File: src/rtl/fast_square_tx.sv
//============================================================================
// Module      : fast_square_tx
// Description : Fast-square multi-subcarrier transmitter. Synthesises four
//               quadrature square-wave subcarriers at carrier + {-3f,-f,+f,+3f},
//               steps the subcarrier offsets once per dwell and emits the
//               dwell timing (freq_step / tx_active / sweep_done) that keeps
//               the matching receiver frequency-locked.
// Ports       : clock, reset (sync, active-high), enable (sweep level),
//               sample_strobe (one per output sample), serial_addr/data/
//               strobe (settings bus), i_out/q_out (signed 16-bit samples),
//               freq_step (end-of-dwell pulse), tx_active (dwell in
//               progress), sweep_done (pulse after the final dwell).
// Options     : `define FAST_SQUARE_TX_CONT_EN for continuous sweeping;
//               undefined gives a one-shot sweep per enable rising level.
// Revision    : 1.0 - initial release
//============================================================================
`timescale 1ns/1ps
`default_nettype none

// Single settings-bus register: captures data when its address is written.
module setting_reg #(
    parameter int MY_ADDR = 0,
    parameter int WIDTH   = 32
) (
    input  logic             clock,
    input  logic             reset,
    input  logic             strobe,
    input  logic [6:0]       addr,
    input  logic [WIDTH-1:0] data_in,
    output logic [WIDTH-1:0] data_out
);
    logic [WIDTH-1:0] data_q, data_d;

    always_comb begin
        data_d = data_q;
        if (strobe && (addr == 7'(MY_ADDR)))
            data_d = data_in;
    end

    always_ff @(posedge clock) begin
        if (reset) data_q <= '0;
        else       data_q <= data_d;
    end

    assign data_out = data_q;
endmodule

module fast_square_tx #(
    parameter int CARRIERFREQADDR    = 0,
    parameter int SUBCARRIERFREQADDR = 1,
    parameter int AMPLADDR           = 3,
    parameter int DWELL_TICKS_LOG2   = 14,
    parameter int GAP_TICKS          = 64,
    parameter int NUM_STEPS          = 16
) (
    input  logic        clock,
    input  logic        reset,
    input  logic        enable,
    input  logic        sample_strobe,
    input  logic [6:0]  serial_addr,
    input  logic [31:0] serial_data,
    input  logic        serial_strobe,
    output logic [15:0] i_out,
    output logic [15:0] q_out,
    output logic        freq_step,
    output logic        tx_active,
    output logic        sweep_done
);
    localparam int GAP_W  = (GAP_TICKS > 1) ? $clog2(GAP_TICKS) : 1;
    localparam int STEP_W = (NUM_STEPS > 1) ? $clog2(NUM_STEPS) : 1;
    localparam logic [DWELL_TICKS_LOG2-1:0] C_DWELL_LAST = '1;
    localparam logic [GAP_W-1:0]  C_GAP_LAST  = GAP_W'((GAP_TICKS > 0) ? GAP_TICKS - 1 : 0);
    localparam logic [STEP_W-1:0] C_STEP_LAST = STEP_W'(NUM_STEPS - 1);

    typedef enum logic [1:0] {
        ST_IDLE = 2'd0,
        ST_TX   = 2'd1,
        ST_GAP  = 2'd2
    } state_t;

    // A zero gap restarts the next dwell directly from TX.
    localparam state_t C_AFTER_DWELL = (GAP_TICKS == 0) ? ST_TX : ST_GAP;

    // Settings bus registers (never reset, so settings survive a sweep reset)
    logic [31:0] w_carrier, w_sub;
    logic [15:0] w_ampl;

    setting_reg #(.MY_ADDR(CARRIERFREQADDR), .WIDTH(32)) u_sr_carrier (
        .clock(clock), .reset(1'b0), .strobe(serial_strobe), .addr(serial_addr),
        .data_in(serial_data), .data_out(w_carrier));
    setting_reg #(.MY_ADDR(SUBCARRIERFREQADDR), .WIDTH(32)) u_sr_sub (
        .clock(clock), .reset(1'b0), .strobe(serial_strobe), .addr(serial_addr),
        .data_in(serial_data), .data_out(w_sub));
    setting_reg #(.MY_ADDR(AMPLADDR), .WIDTH(16)) u_sr_ampl (
        .clock(clock), .reset(1'b0), .strobe(serial_strobe), .addr(serial_addr),
        .data_in(serial_data[15:0]), .data_out(w_ampl));

    // Registers
    state_t                      state_q, state_d;
    logic                        armed_q, armed_d;
    logic [DWELL_TICKS_LOG2-1:0] dwell_q, dwell_d;
    logic [GAP_W-1:0]            gap_q, gap_d;
    logic [STEP_W-1:0]           step_q, step_d;
    logic [31:0]                 ph_q [4], ph_d [4];
    logic [31:0]                 tf_q [4], tf_d [4];
    logic [31:0]                 cf_q, cf_d;
    logic [31:0]                 step_small_q, step_small_d;
    logic [31:0]                 step_large_q, step_large_d;
    logic [15:0]                 a_q, a_d;
    logic [15:0]                 iout_q, iout_d;
    logic [15:0]                 qout_q, qout_d;
    logic                        freq_step_q, freq_step_d;
    logic                        sweep_done_q, sweep_done_d;

    // Datapath helpers
    logic [31:0] w_f3;
    logic [15:0] w_neg_a;
    logic        w_take_large;
    logic [15:0] w_sum_i, w_sum_q;
    logic [31:0] w_ph_next [4];
    logic [31:0] w_tf_step [4];
    logic        w_latch;

    assign w_f3    = w_sub + (w_sub << 1);
    assign w_neg_a = 16'd0 - a_q;
    // Step decision uses the pre-step -f lane, shared by all four lanes.
    assign w_take_large = $signed(tf_q[1]) > $signed(32'd0 - step_small_q);

    always_comb begin
        w_sum_i = '0;
        w_sum_q = '0;
        for (int k = 0; k < 4; k++) begin
            // Quadrant of the phase picks the sign: I flips at 90/270 deg,
            // Q flips at 180 deg.
            w_sum_i = w_sum_i + ((ph_q[k][31] ^ ph_q[k][30]) ? w_neg_a : a_q);
            w_sum_q = w_sum_q + (ph_q[k][31] ? w_neg_a : a_q);
            w_ph_next[k] = ph_q[k] + cf_q + tf_q[k];
            w_tf_step[k] = tf_q[k] + (w_take_large ? step_large_q : step_small_q);
        end
    end

    always_comb begin
        state_d      = state_q;
        armed_d      = armed_q;
        dwell_d      = dwell_q;
        gap_d        = gap_q;
        step_d       = step_q;
        ph_d         = ph_q;
        tf_d         = tf_q;
        cf_d         = cf_q;
        step_small_d = step_small_q;
        step_large_d = step_large_q;
        a_d          = a_q;
        iout_d       = iout_q;
        qout_d       = qout_q;
        freq_step_d  = 1'b0;
        sweep_done_d = 1'b0;
        w_latch      = 1'b0;

        case (state_q)
            ST_IDLE: begin
                iout_d = '0;
                qout_d = '0;
                if (!enable) begin
                    armed_d = 1'b1;
                end else if (armed_q) begin
                    state_d = ST_TX;
                    w_latch = 1'b1;
                end
            end
            ST_TX: begin
                if (!enable) begin
                    state_d = ST_IDLE;
                    iout_d  = '0;
                    qout_d  = '0;
                end else if (sample_strobe) begin
                    iout_d  = w_sum_i;
                    qout_d  = w_sum_q;
                    ph_d    = w_ph_next;
                    dwell_d = dwell_q + DWELL_TICKS_LOG2'(1);
                    if (dwell_q == C_DWELL_LAST) begin
                        freq_step_d = 1'b1;
                        dwell_d     = '0;
                        gap_d       = '0;
                        tf_d        = w_tf_step;
                        for (int k = 0; k < 4; k++) ph_d[k] = '0;
                        if (step_q == C_STEP_LAST) begin
                            sweep_done_d = 1'b1;
                            step_d       = '0;
`ifdef FAST_SQUARE_TX_CONT_EN
                            w_latch = 1'b1;
                            state_d = C_AFTER_DWELL;
`else
                            // One-shot: wait for enable to drop before rearming.
                            armed_d = 1'b0;
                            state_d = ST_IDLE;
`endif
                        end else begin
                            step_d  = step_q + STEP_W'(1);
                            state_d = C_AFTER_DWELL;
                        end
                    end
                end
            end
            ST_GAP: begin
                iout_d = '0;
                qout_d = '0;
                if (!enable) begin
                    state_d = ST_IDLE;
                end else if (sample_strobe) begin
                    gap_d = gap_q + GAP_W'(1);
                    if (gap_q == C_GAP_LAST) begin
                        gap_d   = '0;
                        state_d = ST_TX;
                    end
                end
            end
            default: begin
                state_d = ST_IDLE;
            end
        endcase

        // Settings snapshot at sweep start; counters and phases restart too.
        if (w_latch) begin
            cf_d         = w_carrier;
            tf_d[0]      = 32'd0 - w_f3;
            tf_d[1]      = 32'd0 - w_sub;
            tf_d[2]      = w_sub;
            tf_d[3]      = w_f3;
            step_small_d = 32'h8000_0000 - (w_f3 << 1);
            step_large_d = 32'h8000_0000 - (w_sub << 3);
            a_d          = 16'($signed(w_ampl) >>> 2);
            dwell_d      = '0;
            gap_d        = '0;
            step_d       = '0;
            for (int k = 0; k < 4; k++) ph_d[k] = '0;
        end
    end

    always_ff @(posedge clock) begin
        if (reset) begin
            state_q      <= ST_IDLE;
            armed_q      <= 1'b1;
            dwell_q      <= '0;
            gap_q        <= '0;
            step_q       <= '0;
            for (int k = 0; k < 4; k++) begin
                ph_q[k] <= '0;
                tf_q[k] <= '0;
            end
            cf_q         <= '0;
            step_small_q <= '0;
            step_large_q <= '0;
            a_q          <= '0;
            iout_q       <= '0;
            qout_q       <= '0;
            freq_step_q  <= 1'b0;
            sweep_done_q <= 1'b0;
        end else begin
            state_q      <= state_d;
            armed_q      <= armed_d;
            dwell_q      <= dwell_d;
            gap_q        <= gap_d;
            step_q       <= step_d;
            ph_q         <= ph_d;
            tf_q         <= tf_d;
            cf_q         <= cf_d;
            step_small_q <= step_small_d;
            step_large_q <= step_large_d;
            a_q          <= a_d;
            iout_q       <= iout_d;
            qout_q       <= qout_d;
            freq_step_q  <= freq_step_d;
            sweep_done_q <= sweep_done_d;
        end
    end

    assign i_out      = iout_q;
    assign q_out      = qout_q;
    assign freq_step  = freq_step_q;
    assign sweep_done = sweep_done_q;
    assign tx_active  = (state_q == ST_TX);

endmodule

`default_nettype wire

File: config.mk
export PLATFORM = sky130hd
export DESIGN_NAME = fast_square_tx
export DESIGN_NICKNAME = d
export VERILOG_FILES = /design/src/rtl/fast_square_tx.sv
export SDC_FILE = /design/constraint.sdc
export NUM_CORES = 2
export LEC_CHECK = 0
export BUFFER_PORTS_ARGS = -buffer_cell sky130_fd_sc_hd__buf_2
export CAP_MARGIN = 40
export CORE_MARGIN = 1
export CORE_UTILIZATION = 40
export CTS_BUF_LIST = sky130_fd_sc_hd__clkbuf_4 sky130_fd_sc_hd__clkbuf_8
export DETAILED_ROUTE_END_ITERATION = 12
export PLACE_DENSITY = 0.58
export SYNTH_ARGS = -nofsm -noshare
export SYNTH_HDL_FRONTEND = slang
export SYNTH_HIERARCHICAL = 1
export SYNTH_SLANG_ARGS = --single-unit
File: constraint.sdc
create_clock -name clock -period 7.7 [get_ports clock]
set_input_delay 0 -clock clock [delete_from_list [all_inputs] [get_ports clock]]
set_output_delay 0 -clock clock [all_outputs]
set_load 0.005 [all_outputs]
==> metrics <==
area added between synthesis and finish 12.0%; number of primary I/O pins 79; CP arrival 8.10 ns; wire length of the first global-routing pass 211 mm; Total Power Consumption 6670 uW; total clock buffers created by CTS 95; worst hold path cell count 4; DP Wirelength 105 mm; launching element type of the critical path flop; Crit. End Element flop; number of design-rule violations left by the first detailed-router iteration 2846; timing-limited maximum frequency 135 MHz; largest stage delay on the critical path 0.56 ns; Initial Util 40.5%; Placed Area 0.0437 sq mm; path type of the worst setup path flop to flop; net count of the finished layout 5727; TritonCTS clock tree yes; total congestion overflow 0; Post-Layout Cell Count 6570; post-route cell area 0.0465 sq mm; count of endpoints failing setup in the final report 0; Post-CTS Repair Setup Buffers 0; max_cap viols 0; number of antenna violations at the first check in global routing 6; row count 117; filler cell count 10100; routed wire length 139 mm; Die H 324 um; leakage power 0.0206 uW; layout cell share with drive strength beyond 1 9.44%; clock latency on the worst-skew pair 0.78 ns; area used by sequential logic in the layout 0.00991 sq mm; number of nets with antenna violations after routing 0; number of synthesis warnings 6; Final Cycle Share 96.5%; chip width 324 um; worst IR drop on VDD 0.103 mV; final number of hold-violating endpoints 0; Hold WC Path Type primary input to flop; number of instances in the synthesized netlist 5001; Worst Reg-to-Reg Cells 33; # DRC 0; area of combinational cells with multiple inputs 0.0302 sq mm; largest fanout on the critical path 11; via count 37200; Placed Cells 6346; synthesized cell area 0.0415 sq mm; worst-path cell with the longest stage delay sky130_fd_sc_hd__or4_1; fin util 45.4%; Final Skew 0.0388 ns; TritonCTS Sinks 495; routed len/inst 21.2 um; cell with the most instances on the worst path sky130_fd_sc_hd__nand2b_1; post-layout min period 7.43 ns; register-to-register setup slack 0.27 ns; remaining max-slew budget at the tightest pin 38.7%; count of input and output buffers 76; average size of a mapped cell 8.29 sq um; run status completed; root buffer selected by CTS sky130_fd_sc_hd__clkbuf_8; Final GP Congestion 0.966; maximum level of the CTS H-tree 3; PwrDens 144 mW/mm^2; Reg clk slew, reported paths 0.06 ns; average vias per placed instance 5.66; total iterations of the first detailed-routing run 6; largest net degree at the start of global routing 140; total die area 0.105 sq mm; max-slew violation total from the final report 0; number of global-route vias before repair 35600; Least-Margin Pin Slew 0.920 ns; Post-Route Setup TNS 0 ns; clock tree buffer depth 3; GR Util All Layers 26.3%; Placeable Area 0.102 sq mm; data required time at the worst endpoint 8.37 ns
==> stage by stage <==
stage | setup slack (ns) | hold WS (ns)
after global routing | -0.0419 | 0.102
after floorplan | 0.0446 | 0.156
after detailed placement | -0.0943 | 0.283
after CTS | 0.0414 | 0.00298
final | 0.267 | 0.0707
after global placement | -0.0762 | 0.279
==> layer usage <==
metal / wire (um) / share of wire (%) / vias to the layer above / track usage, %
li1: - / - / 17900 / -
met2: 61900 / 44 / 1122 / 42.1
met4: 4210 / 3.0 / 0 / 8.86
met1: 63500 / 46 / 17900 / 36.3
met5: 0 / 0 / - / 0
met3: 9730 / 7.0 / 208 / 3.52
==> cells in the final DEF (no fill, tap or decap), drive strengths merged, types with 25 or more instances in the layout <==
master / n
a211oi: 59
a21o: 131
a21oi: 483
a22oi: 118
a31oi: 26
and3: 37
buf: 206
clkbuf: 151
dfxtp: 495
dlygate4sd3: 47
fa: 187
ha: 374
inv: 158
mux2: 33
mux2i: 103
nand2: 560
nand2b: 210
nand3: 105
nand4: 30
nor2: 431
nor2b: 33
nor3: 73
nor4: 25
o211ai: 35
o21a: 41
o21ai: 203
o21bai: 54
or3: 32
xnor2: 257
xor2: 180
==> where the power goes <==
group / internal (uW) / total [uW] / switching, uW
registers: 2600 / 2680 / 84.5
logic: 386 / 1020 / 632
clock network: 1670 / 2970 / 1300
total: 4660 / 6670 / 2020
==> worst paths after layout <==
kind | start | endpoint
min | serial_data[31] | u_sr_sub/data_out[31]
min reg2reg | u_sr_carrier/data_out[15] | cf_q[15]
max reg2reg | step_small_q[12] | tf_q[28]
max | step_small_q[12] | tf_q[28]
==> what timing repair did <==
item | CTS | global route
hold endpoints to repair | 148 | 0
pin swaps | 0 | 2
setup endpoints to repair | 2 | 50
gates resized for setup | 3 | 28
hold buffers | 47 | 0
==> sequential cells by signal (all words and copies together) (netlist names), 2 cells and up <==
signal,cells
u_sr_ampl/data_out,14
tf_q,125
step_q,4
dwell_q,14
u_sr_carrier/data_out,32
u_sr_sub/data_out,32
i_out,15
a_q,14
gap_q,6
state_q,2
ph_q,128
cf_q,32
step_small_q,31
step_large_q,28
q_out,15
==> final cells by class <==
type                            instances  share of cell area, %
Timing Repair Buffer                  253                   4.15
Clock buffer                          151                   4.08
Multi-Input combinational cell       4125                   65.0
Tap cell                             1368                   3.68
Antenna cell                            2                 0.0108
Sequential cell                       495                   21.3
Inverter                              152                   1.23
Clock inverter                         24                  0.509
==> worst max-delay path, delay by kind of cell, from the launching register on <==
family | cells | cell delay [ns]
flops | 1 | 0.31
xor+xnor | 1 | 0.08
simple gates | 15 | 3.32
compound gates | 10 | 2.06
mux | 2 | 0.41
buf+inv | 3 | 0.49
fa+ha+maj | 2 | 0.65
No activity file was read; power rests on OpenSTA's default activity.
